**src/rtl/rr_arb_hier_hs.sv**
```systemverilog
// Two-level round-robin arbiter: parent picks a group, child picks a lane in it.
// Grant is registered and held until ack; a dropped request cancels the grant.
module rr_arb_hier_hs #(
   parameter  int N_GROUPS   = 4,
   parameter  int GROUP_SIZE = 8,
   parameter  int BURST_LEN  = 1,
   localparam int REQ_NB     = N_GROUPS * GROUP_SIZE,
   localparam int IDX_W      = (REQ_NB > 1) ? $clog2(REQ_NB) : 1
) (
   input  logic              clk_i,
   input  logic              srst,
   input  logic              en,
   input  logic [REQ_NB-1:0] req,
   input  logic              ack,
   output logic [REQ_NB-1:0] grant,
   output logic              grant_valid,
   output logic [IDX_W-1:0]  grant_idx,
   output logic              cancel
);
   localparam int GP_W = (N_GROUPS > 1) ? $clog2(N_GROUPS) : 1;
   localparam int LP_W = (GROUP_SIZE > 1) ? $clog2(GROUP_SIZE) : 1;
   localparam int BC_W = $clog2(BURST_LEN + 1);

   typedef enum logic {IDLE, GRANT} state_t;

   state_t            state_q;
   logic [REQ_NB-1:0] grant_q;
   logic              grant_valid_q;
   logic [IDX_W-1:0]  grant_idx_q;
   logic              cancel_q;
   logic [GP_W-1:0]   parent_ptr_q;
   logic [LP_W-1:0]   child_ptr_q [N_GROUPS];
   logic [BC_W-1:0]   burst_cnt_q;
   logic [GP_W-1:0]   held_g_q;
   logic [LP_W-1:0]   held_j_q;

   logic [N_GROUPS-1:0]   group_any;
   logic [GROUP_SIZE-1:0] win_req;
   logic [GROUP_SIZE-1:0] held_req;
   logic [GP_W-1:0]       win_g;
   logic [LP_W-1:0]       win_j;
   logic [IDX_W-1:0]      win_idx;
   logic [REQ_NB-1:0]     win_onehot;
   logic [GP_W-1:0]       next_g;
   logic [LP_W-1:0]       next_j;
   logic                  held_live;
   logic                  held_others;
   logic                  burst_done;

   function automatic int wrap_add(input int a, input int b, input int m);
      int s;
      s = a + b;
      return (s >= m) ? s - m : s;
   endfunction

   always_comb begin
      logic [GP_W-1:0] cand_g;
      logic [LP_W-1:0] cand_j;
      group_any = '0;
      win_g     = '0;
      win_j     = '0;
      cand_g    = '0;
      cand_j    = '0;
      for (int g = 0; g < N_GROUPS; g++)
         group_any[g] = |req[g*GROUP_SIZE +: GROUP_SIZE];
      // Scanning from the farthest offset down lets the nearest candidate overwrite the rest.
      for (int k = N_GROUPS - 1; k >= 0; k--) begin
         cand_g = GP_W'(wrap_add(int'(parent_ptr_q), k, N_GROUPS));
         if (group_any[cand_g]) win_g = cand_g;
      end
      win_req = GROUP_SIZE'(req >> (int'(win_g) * GROUP_SIZE));
      for (int k = GROUP_SIZE - 1; k >= 0; k--) begin
         cand_j = LP_W'(wrap_add(int'(child_ptr_q[win_g]), k, GROUP_SIZE));
         if (win_req[cand_j]) win_j = cand_j;
      end
      win_idx             = IDX_W'(int'(win_g) * GROUP_SIZE + int'(win_j));
      win_onehot          = '0;
      win_onehot[win_idx] = 1'b1;
   end

   always_comb begin
      held_req    = GROUP_SIZE'(req >> (int'(held_g_q) * GROUP_SIZE));
      held_live   = req[grant_idx_q];
      held_others = |(held_req & ~(GROUP_SIZE'(1) << held_j_q));
      burst_done  = ((int'(burst_cnt_q) + 1) == BURST_LEN) || !held_others;
      next_g      = GP_W'(wrap_add(int'(held_g_q), 1, N_GROUPS));
      next_j      = LP_W'(wrap_add(int'(held_j_q), 1, GROUP_SIZE));
   end

   always_ff @(posedge clk_i) begin
      if (srst) begin
         state_q       <= IDLE;
         grant_q       <= '0;
         grant_valid_q <= 1'b0;
         grant_idx_q   <= '0;
         cancel_q      <= 1'b0;
         parent_ptr_q  <= '0;
         burst_cnt_q   <= '0;
         held_g_q      <= '0;
         held_j_q      <= '0;
         for (int g = 0; g < N_GROUPS; g++)
            child_ptr_q[g] <= '0;
      end else begin
         cancel_q <= 1'b0;
         case (state_q)
            IDLE: begin
               if (en && |req) begin
                  grant_q       <= win_onehot;
                  grant_idx_q   <= win_idx;
                  grant_valid_q <= 1'b1;
                  held_g_q      <= win_g;
                  held_j_q      <= win_j;
                  state_q       <= GRANT;
               end
            end
            GRANT: begin
               if (!held_live) begin
                  cancel_q      <= 1'b1;
                  grant_q       <= '0;
                  grant_idx_q   <= '0;
                  grant_valid_q <= 1'b0;
                  state_q       <= IDLE;
               end else if (ack) begin
                  child_ptr_q[held_g_q] <= next_j;
                  // Parent stays on this group while its burst continues.
                  if (burst_done) begin
                     parent_ptr_q <= next_g;
                     burst_cnt_q  <= '0;
                  end else begin
                     parent_ptr_q <= held_g_q;
                     burst_cnt_q  <= burst_cnt_q + 1'b1;
                  end
                  grant_q       <= '0;
                  grant_idx_q   <= '0;
                  grant_valid_q <= 1'b0;
                  state_q       <= IDLE;
               end
            end
         endcase
      end
   end

   assign grant       = grant_q;
   assign grant_valid = grant_valid_q;
   assign grant_idx   = grant_idx_q;
   assign cancel      = cancel_q;

endmodule

```
**config.mk**
```make
export PLATFORM = sky130hd
export DESIGN_NAME = rr_arb_hier_hs
export DESIGN_NICKNAME = d
export VERILOG_FILES = /design/src/rtl/rr_arb_hier_hs.sv
export SDC_FILE = /design/constraint.sdc
export NUM_CORES = 1
export LEC_CHECK = 0
export ABC_AREA = 1
export CAP_MARGIN = 40
export CORE_MARGIN = 4
export CORE_UTILIZATION = 35
export DETAILED_ROUTE_END_ITERATION = 10
export GPL_TIMING_DRIVEN = 0
export PLACE_DENSITY = 0.53
export SYNTH_ARGS = -nofsm -noshare
export SYNTH_HDL_FRONTEND = slang
export SYNTH_SLANG_ARGS = --single-unit
```
**constraint.sdc**
```tcl
create_clock -name clk_i -period 4.5 [get_ports clk_i]
set_input_delay 0.9 -clock clk_i [delete_from_list [all_inputs] [get_ports clk_i]]
set_output_delay 0.9 -clock clk_i [all_outputs]
set_load 0.01 [all_outputs]
```
## Yosys cells after proc, flatten, opt, wreduce, memory -nomap -nowiden

Memory sizes are Yosys's and may differ from the RTL's.
Index checks and enable logic that the tools add are counted.

| word-level totals | value |
|---|---|
| memories | 1 |
| input bits | 36 |
| register bits | 48 |
| RAM bits | 12 |
| word-level logic and storage cells | 175 |
| output and inout port bits | 39 |

| operators by class | value |
|---|---|
| $lt $le $gt $ge | 29 |
| shift-type cells | 3 |
| mux-type cells | 83 |
| add/subtract/negate cells | 29 |
| bitwise logic cells | 3 |
| reductions and logical operators | 15 |
| equality and inequality tests | 3 |

Memory list:

| name | words | bits a word | rd ports | clocked after memory_dff | write ports | line | source |
|---|---|---|---|---|---|---|---|
| child_ptr_q | 4 | 3 | 1 | 0 | 4 | 32 | `logic [LP_W-1:0] child_ptr_q [N_GROUPS];` |

Operators with widths:

| kind | number |
|---|---|
| $mux W32 | 3 |
| $pmux W32 S2 | 1 |
| $shr A32 B5 Y8 | 2 |
| $mux W3 | 18 |
| $reduce_or A8 Y1 | 5 |
| $ge A4 B4 Y1 const B | 8 |
| $lt A3 B4 Y1 const B | 8 |
| $reduce_or A32 Y1 | 1 |
| $mux W1 | 30 |
| $sub A3 B1 Y3 const B | 9 |
| $bmux W1 S3 | 8 |
| $mux W2 | 11 |
| $add A3 B3 Y4 const B | 4 |
| $mux W5 | 3 |
| $ge A3 B3 Y1 const B | 4 |
| $lt A2 B3 Y1 const B | 4 |
| $lt A5 B6 Y1 const B | 2 |
| $pmux W5 S2 | 1 |
| $sub A2 B1 Y2 const B | 5 |
| $add A3 B1 Y4 const B | 2 |
| $add A3 B2 Y4 const B | 2 |
| $and A8 B8 Y8 | 1 |
| $bmux W1 S2 | 4 |
| $not A8 Y8 | 1 |
| 23 further kinds | 28 |

## Depth between registers and ports, before layout

An unclocked memory read counts as a cell.

| depth | value |
|---|---|
| depth after elaboration | 30 |
| gate-level depth with buffers | 35 |
| mapped depth without buffers | 33 |

## Worst setup path after synthesis

OpenSTA, ideal clock, no wires.

| path | value |
|---|---|
| kind | input to register |
| start point | input req[31] |
| end point | register grant_q[19] (netlist: grant[19]) |
| required time | 4.368 ns |
| arrival time | 3.767 ns |
| setup time | 0.132 ns |
| setup slack | 0.601 ns |
| path buffers | 2 |
| stages | 29 |
| cell sequence | nor2_1 > nand2_1 > nor2_1 > nand2_1 > nand3_1 > nand2_1 > inv_2 > nand3_2 > buf_4 > nand3b_1 > nand2_1 > nand2_1 > nand2_2 > buf_4 > ha_1 > inv_1 > nand3_1 > nand3_1 > nand2_2 > a21oi_1 > nand3_1 > nand2_1 > nand2_1 > nand2_1 > nand2_2 > a21oi_4 > nor2_4 > nand2_1 > a21oi_1 |

| between the ends | value |
|---|---|
| longest elaborated chain between the ends | 28 |
| elaborated cells between the ends (all ways) | 86 |
| classes of those cells | add/sub: 16; order compare: 10; eq/ne: 2; shift: 1; mux: 51; reduce/logical: 5; memory: 1 |

RTL lines:

| element | line | source |
|---|---|---|
| start: declaration | 13 | `input logic [REQ_NB-1:0] req,` |
| $reduce_or A8 Y1 | 65 | `group_any[g] = \|req[g*GROUP_SIZE +: GROUP_SIZE];` |
| $bmux W1 S2 | 69 | `if (group_any[cand_g]) win_g = cand_g;` |
| $mux W1 (not written as such) | 69 |  |
| $mux W2 (4 in series) | 69 |  |
| $mem_v2 Z4 W3 | -- |  |
| $add A3 B3 Y4 | 52 | `s = a + b;` |
| $ge A4 B4 Y1 / $sub A3 B1 Y3 (equally long branches) | 53 | `return (s >= m) ? s - m : s;` |
| $mux W3 | 53 |  |
| [... 2 more ...] | -- |  |
| $mux W3 (8 in series) | 74 | `if (win_req[cand_j]) win_j = cand_j;` |
| $add A5 B3 Y5 | 76 | `win_idx = IDX_W'(int'(win_g) * GROUP_SIZE + int'(win_j));` |
| $lt A5 B6 Y1 (not written as such) / $ge A5 B1 Y1 (equally long branches) | 78 | `win_onehot[win_idx] = 1'b1;` |
| $logic_and A1 B1 Y1 (not written as such) | 78 |  |
| $mux W1 (not written as such) | 78 |  |
| $demux W1 S5 | 78 |  |
| $mux W32 | 107 | `if (en && \|req) begin` |
| $pmux W32 S2 | 105 | `case (state_q)` |
| end signal: assignment | 108 | `grant_q <= win_onehot;` |
| end: declaration | 27 | `logic [REQ_NB-1:0] grant_q;` |

Several ways; a longest one is shown, not always the timed one. The select of a mux whose other input is x is not followed.
A chain may end at the register's enable or synchronous reset.

## Worst setup path in the final report

| path | value |
|---|---|
| start point | input req[11] |
| end point | register grant_q[11] (netlist: grant[11]) |

Same word-level chain as after synthesis.

==> impl_results.md <==
* Post-route cell area at just over 6000 µm²
* Leakage at 2.84 nW
* Final GP Congestion at 0.954
* FF+latch count, synth at 60
* Inserted Clock Buffers at 9
* Core area at roughly 13,000 µm²
* Unique cell type count in the Yosys netlist at 37
* Netlist Area Pre-Place at about 4500 µm²
* Synth warn at 0
* Share of layout cells above drive strength 1 at 0.149
* Critical path startpoint category: input pin
* Tmin final at ~4.3 ns
* Async SR Flop Fraction at 0
* Status: complete, no violations
* Vias in the first global route at around 5,000
* Drt pass-1 iters at 5
* Die ar. at 14,700 µm²
* I/O pin count at between 70 and 80
* Clock Sink Count at 60
* Vias per inst at between 5 and 6
* Later-pin clock latency in the skew report at 0.34 ns
* Footprint of the multi-input gates at 2850 µm²
* Number of DRC markers in iteration 0 at 519
* Setup-failing EPs final at 0
* Post-detail-place hpwl at 12,900 µm
* Overall power consumption at 2.14 mW
* Crit path capture: grant[11]
* Hold Crit Class: register to register
* Final hold violations at 0
* Area Overhead vs Synth at 37.5%
* CP required at 4.76 ns
* Finished Layout Cells at around 1,000
* Storage element area at roughly 1300 µm²
* Worst Reg-to-Reg Cells at 31
* FP Rows at 41
* Root Driver: clkbuf_16
* CP max stage delay at ~0.27 ns
* Critical path fanouts, max at 7
* Sequential area share after synthesis at 0.294
* Initial antenna violation count at 0
* First-pass GRT wire length at around 26,000 µm
* Fin. max-slew vios at 0
* Clock skew at a little over 0.007 ns
* Port buffer count at 74
* Fin crit share at 0.948
* Die W at between 100 and 150 µm
* Net count after synthesis at 775
* Global router's overall resource usage at 0.225
* Nets at roughly 880
* Avg Inst Size Synth at approximately 6.1 µm²
* Reg2reg start: parent_ptr_q[0]
* Pwr per Cell Area at 346 nW/µm²
* CTS tree: built
* Largest net degree at the start of global routing at 13
* Fill cells at 1,369
* Slew @ Worst Pin at 0.609 ns
* Clock slew seen by the registers of the worst setup and hold paths at around 0.060 ns
* Die span in y at 121 µm
* Via count at between 5,000 and 6,000
* Clock Path Buffers at 2
* CP Launch Point: req[11]
* R2R Path End: grant[11]
* Max-cap viol count at 0
* DRC Markers at 0
* Final TNS setup at 0 ns
* DRT antenna net count at 0
* Initial core utilization at 0.357
* Endpoint type of the worst setup path: register
* Ant diodes at 0
* Reg2Reg Setup Slack at 0.71 ns
* WL final at between 15,000 and 20,000 µm
* EDFF count, synth at 12
* Most used cell, CP: nand2_1
* Slowest stage cell, crit path: ha_4
* Critical path type: input pin to register
* Overflow after GRT at 0
* Relative slew slack at 0.590
* Dpl cell area at 5440 µm²
* Cells after DPL at 977
* H-tree levels at 3
* Post-Syn Instances at 731
* Highest clock rate at between 200 and 250 MHz
* Primary FF master, synth: dfxtp_1
* Critical Path AT at 4.52 ns
* WL/cell at approximately 17 µm
* Maximum vdd drop at about 0.16 mV
-- cells in the mapped netlist, types with 3 or more instances --
cell      instances  area, µm²
buf_2             3       15.0
nand2_1         226        848
o21ai_1           4       20.0
nand2_2          12       75.1
inv_2             4       15.0
inv_1            79        297
o21ai_0          28        140
dfxtp_1          48        961
nand4_1          16        100
buf_4             4       30.0
edfxtp_1         12        360
ha_1              8        100
nand3_1          94        470
buf_6             7       78.8
nor2_1           51        191
nand3_2           4       40.0
nand2_4           4       45.0
a22oi_1           3       22.5
a21oi_1          78        390
o221ai_1          6       52.6
clkbuf_1         17       63.8
-- routing by layer --
layer / GRT usage / routed length, µm
met1: 0.324 / 7770
met2: 0.354 / 7710
met3: 0.0350 / 1030
met4: 0.0560 / 275
met5: 0 / 0
-- state kept, by name, indices dropped and copies added, names as in the netlist --
name and cells:
child_ptr_q 12, grant_idx 5, burst_cnt_q 1, state_q 1, grant 32, parent_ptr_q 2
held_g_q 2, cancel 1, grant_valid 1, held_j_q 3
-- cell usage in the layout (no fill, tap or decap), types with 3 or more instances in the layout --
cell and count:
nor2_1 40, nand2_1 211, o21ai_0 28, nand2_4 7, nand3_2 11, ha_1 6
a21oi_1 74, o221ai_1 6, o21ai_1 4, clkbuf_16 10, inv_2 7, nand4_1 16
buf_6 8, inv_1 75, nand2_2 24, nor2_2 7, a22oi_1 3, dlymetal6s2s_1 26
clkdlybuf4s50_1 42, nor2_4 8, clkinv_4 3, dfxtp_1 48, clkbuf_1 17, clkbuf_2 3
nand3_1 86, edfxtp_1 12, a21oi_2 4, buf_4 18
-- what timing repair did --
item / CTS / global route
setup buffers: 3 / 17
hold buffers: 0 / 0
pin swaps: 6 / 33
gates resized for setup: 25 / 74
endpoints found under the setup margin: 38 / 38
-- worst max-delay path, delay by kind of cell --
kind                     cells  cell delay (ns)
adder cells (fa/ha/maj)      1             0.27
AND/OR/NAND/NOR             25             2.17
buffers and inverters        7             0.93
AO/OA/AOI/OAI                2             0.21
-- how the worst min path moves through the flow --
stage,start,endpoint,cells past startpoint
2_1_floorplan,burst_cnt_q,burst_cnt_q,2
3_3_place_gp,burst_cnt_q,burst_cnt_q,2
4_1_cts,burst_cnt_q,burst_cnt_q,2
6_report,burst_cnt_q,burst_cnt_q,2
5_1_grt,burst_cnt_q,burst_cnt_q,2
3_5_place_dp,burst_cnt_q,burst_cnt_q,2
-- logic make-up (layout without fill, tap and decap cells) --
kind of cell,Yosys count,count (layout),share of synthesized area
xor+xnor,2,2,0.00390
fa+ha+maj,8,8,0.0223
compound gates,127,127,0.155
buf+inv,118,227,0.115
flops,60,60,0.294
simple gates,416,416,0.409
-- through the flow --
step / hold slack [ns] / worst slack (ns) / utilization
detailed placement: 0.430 / -0.782 / 0.433
floorplan: 0.408 / 0.601 / -
global route: 0.472 / -0.0192 / 0.491
CTS: 0.439 / 0.00323 / 0.464
global placement: 0.436 / -0.746 / 0.433
finish: 0.439 / 0.232 / 0.491
-- cell type report --
class	count	share of cell area
clock buffer	10	0.0406
sequential	60	0.214
clock inverter	6	0.00730
buffer	32	0.0326
timing repair buffer	93	0.156
tap	172	0.0349
inverter	86	0.0531
multi-input combinational	553	0.461
-- where the power goes --
group	internal (mW)	switching, mW	total, mW
combinational	0.318	0.540	0.858
clock	0.409	0.276	0.685
sequential	0.573	0.0211	0.594
(Power assumes the default switching activity.)
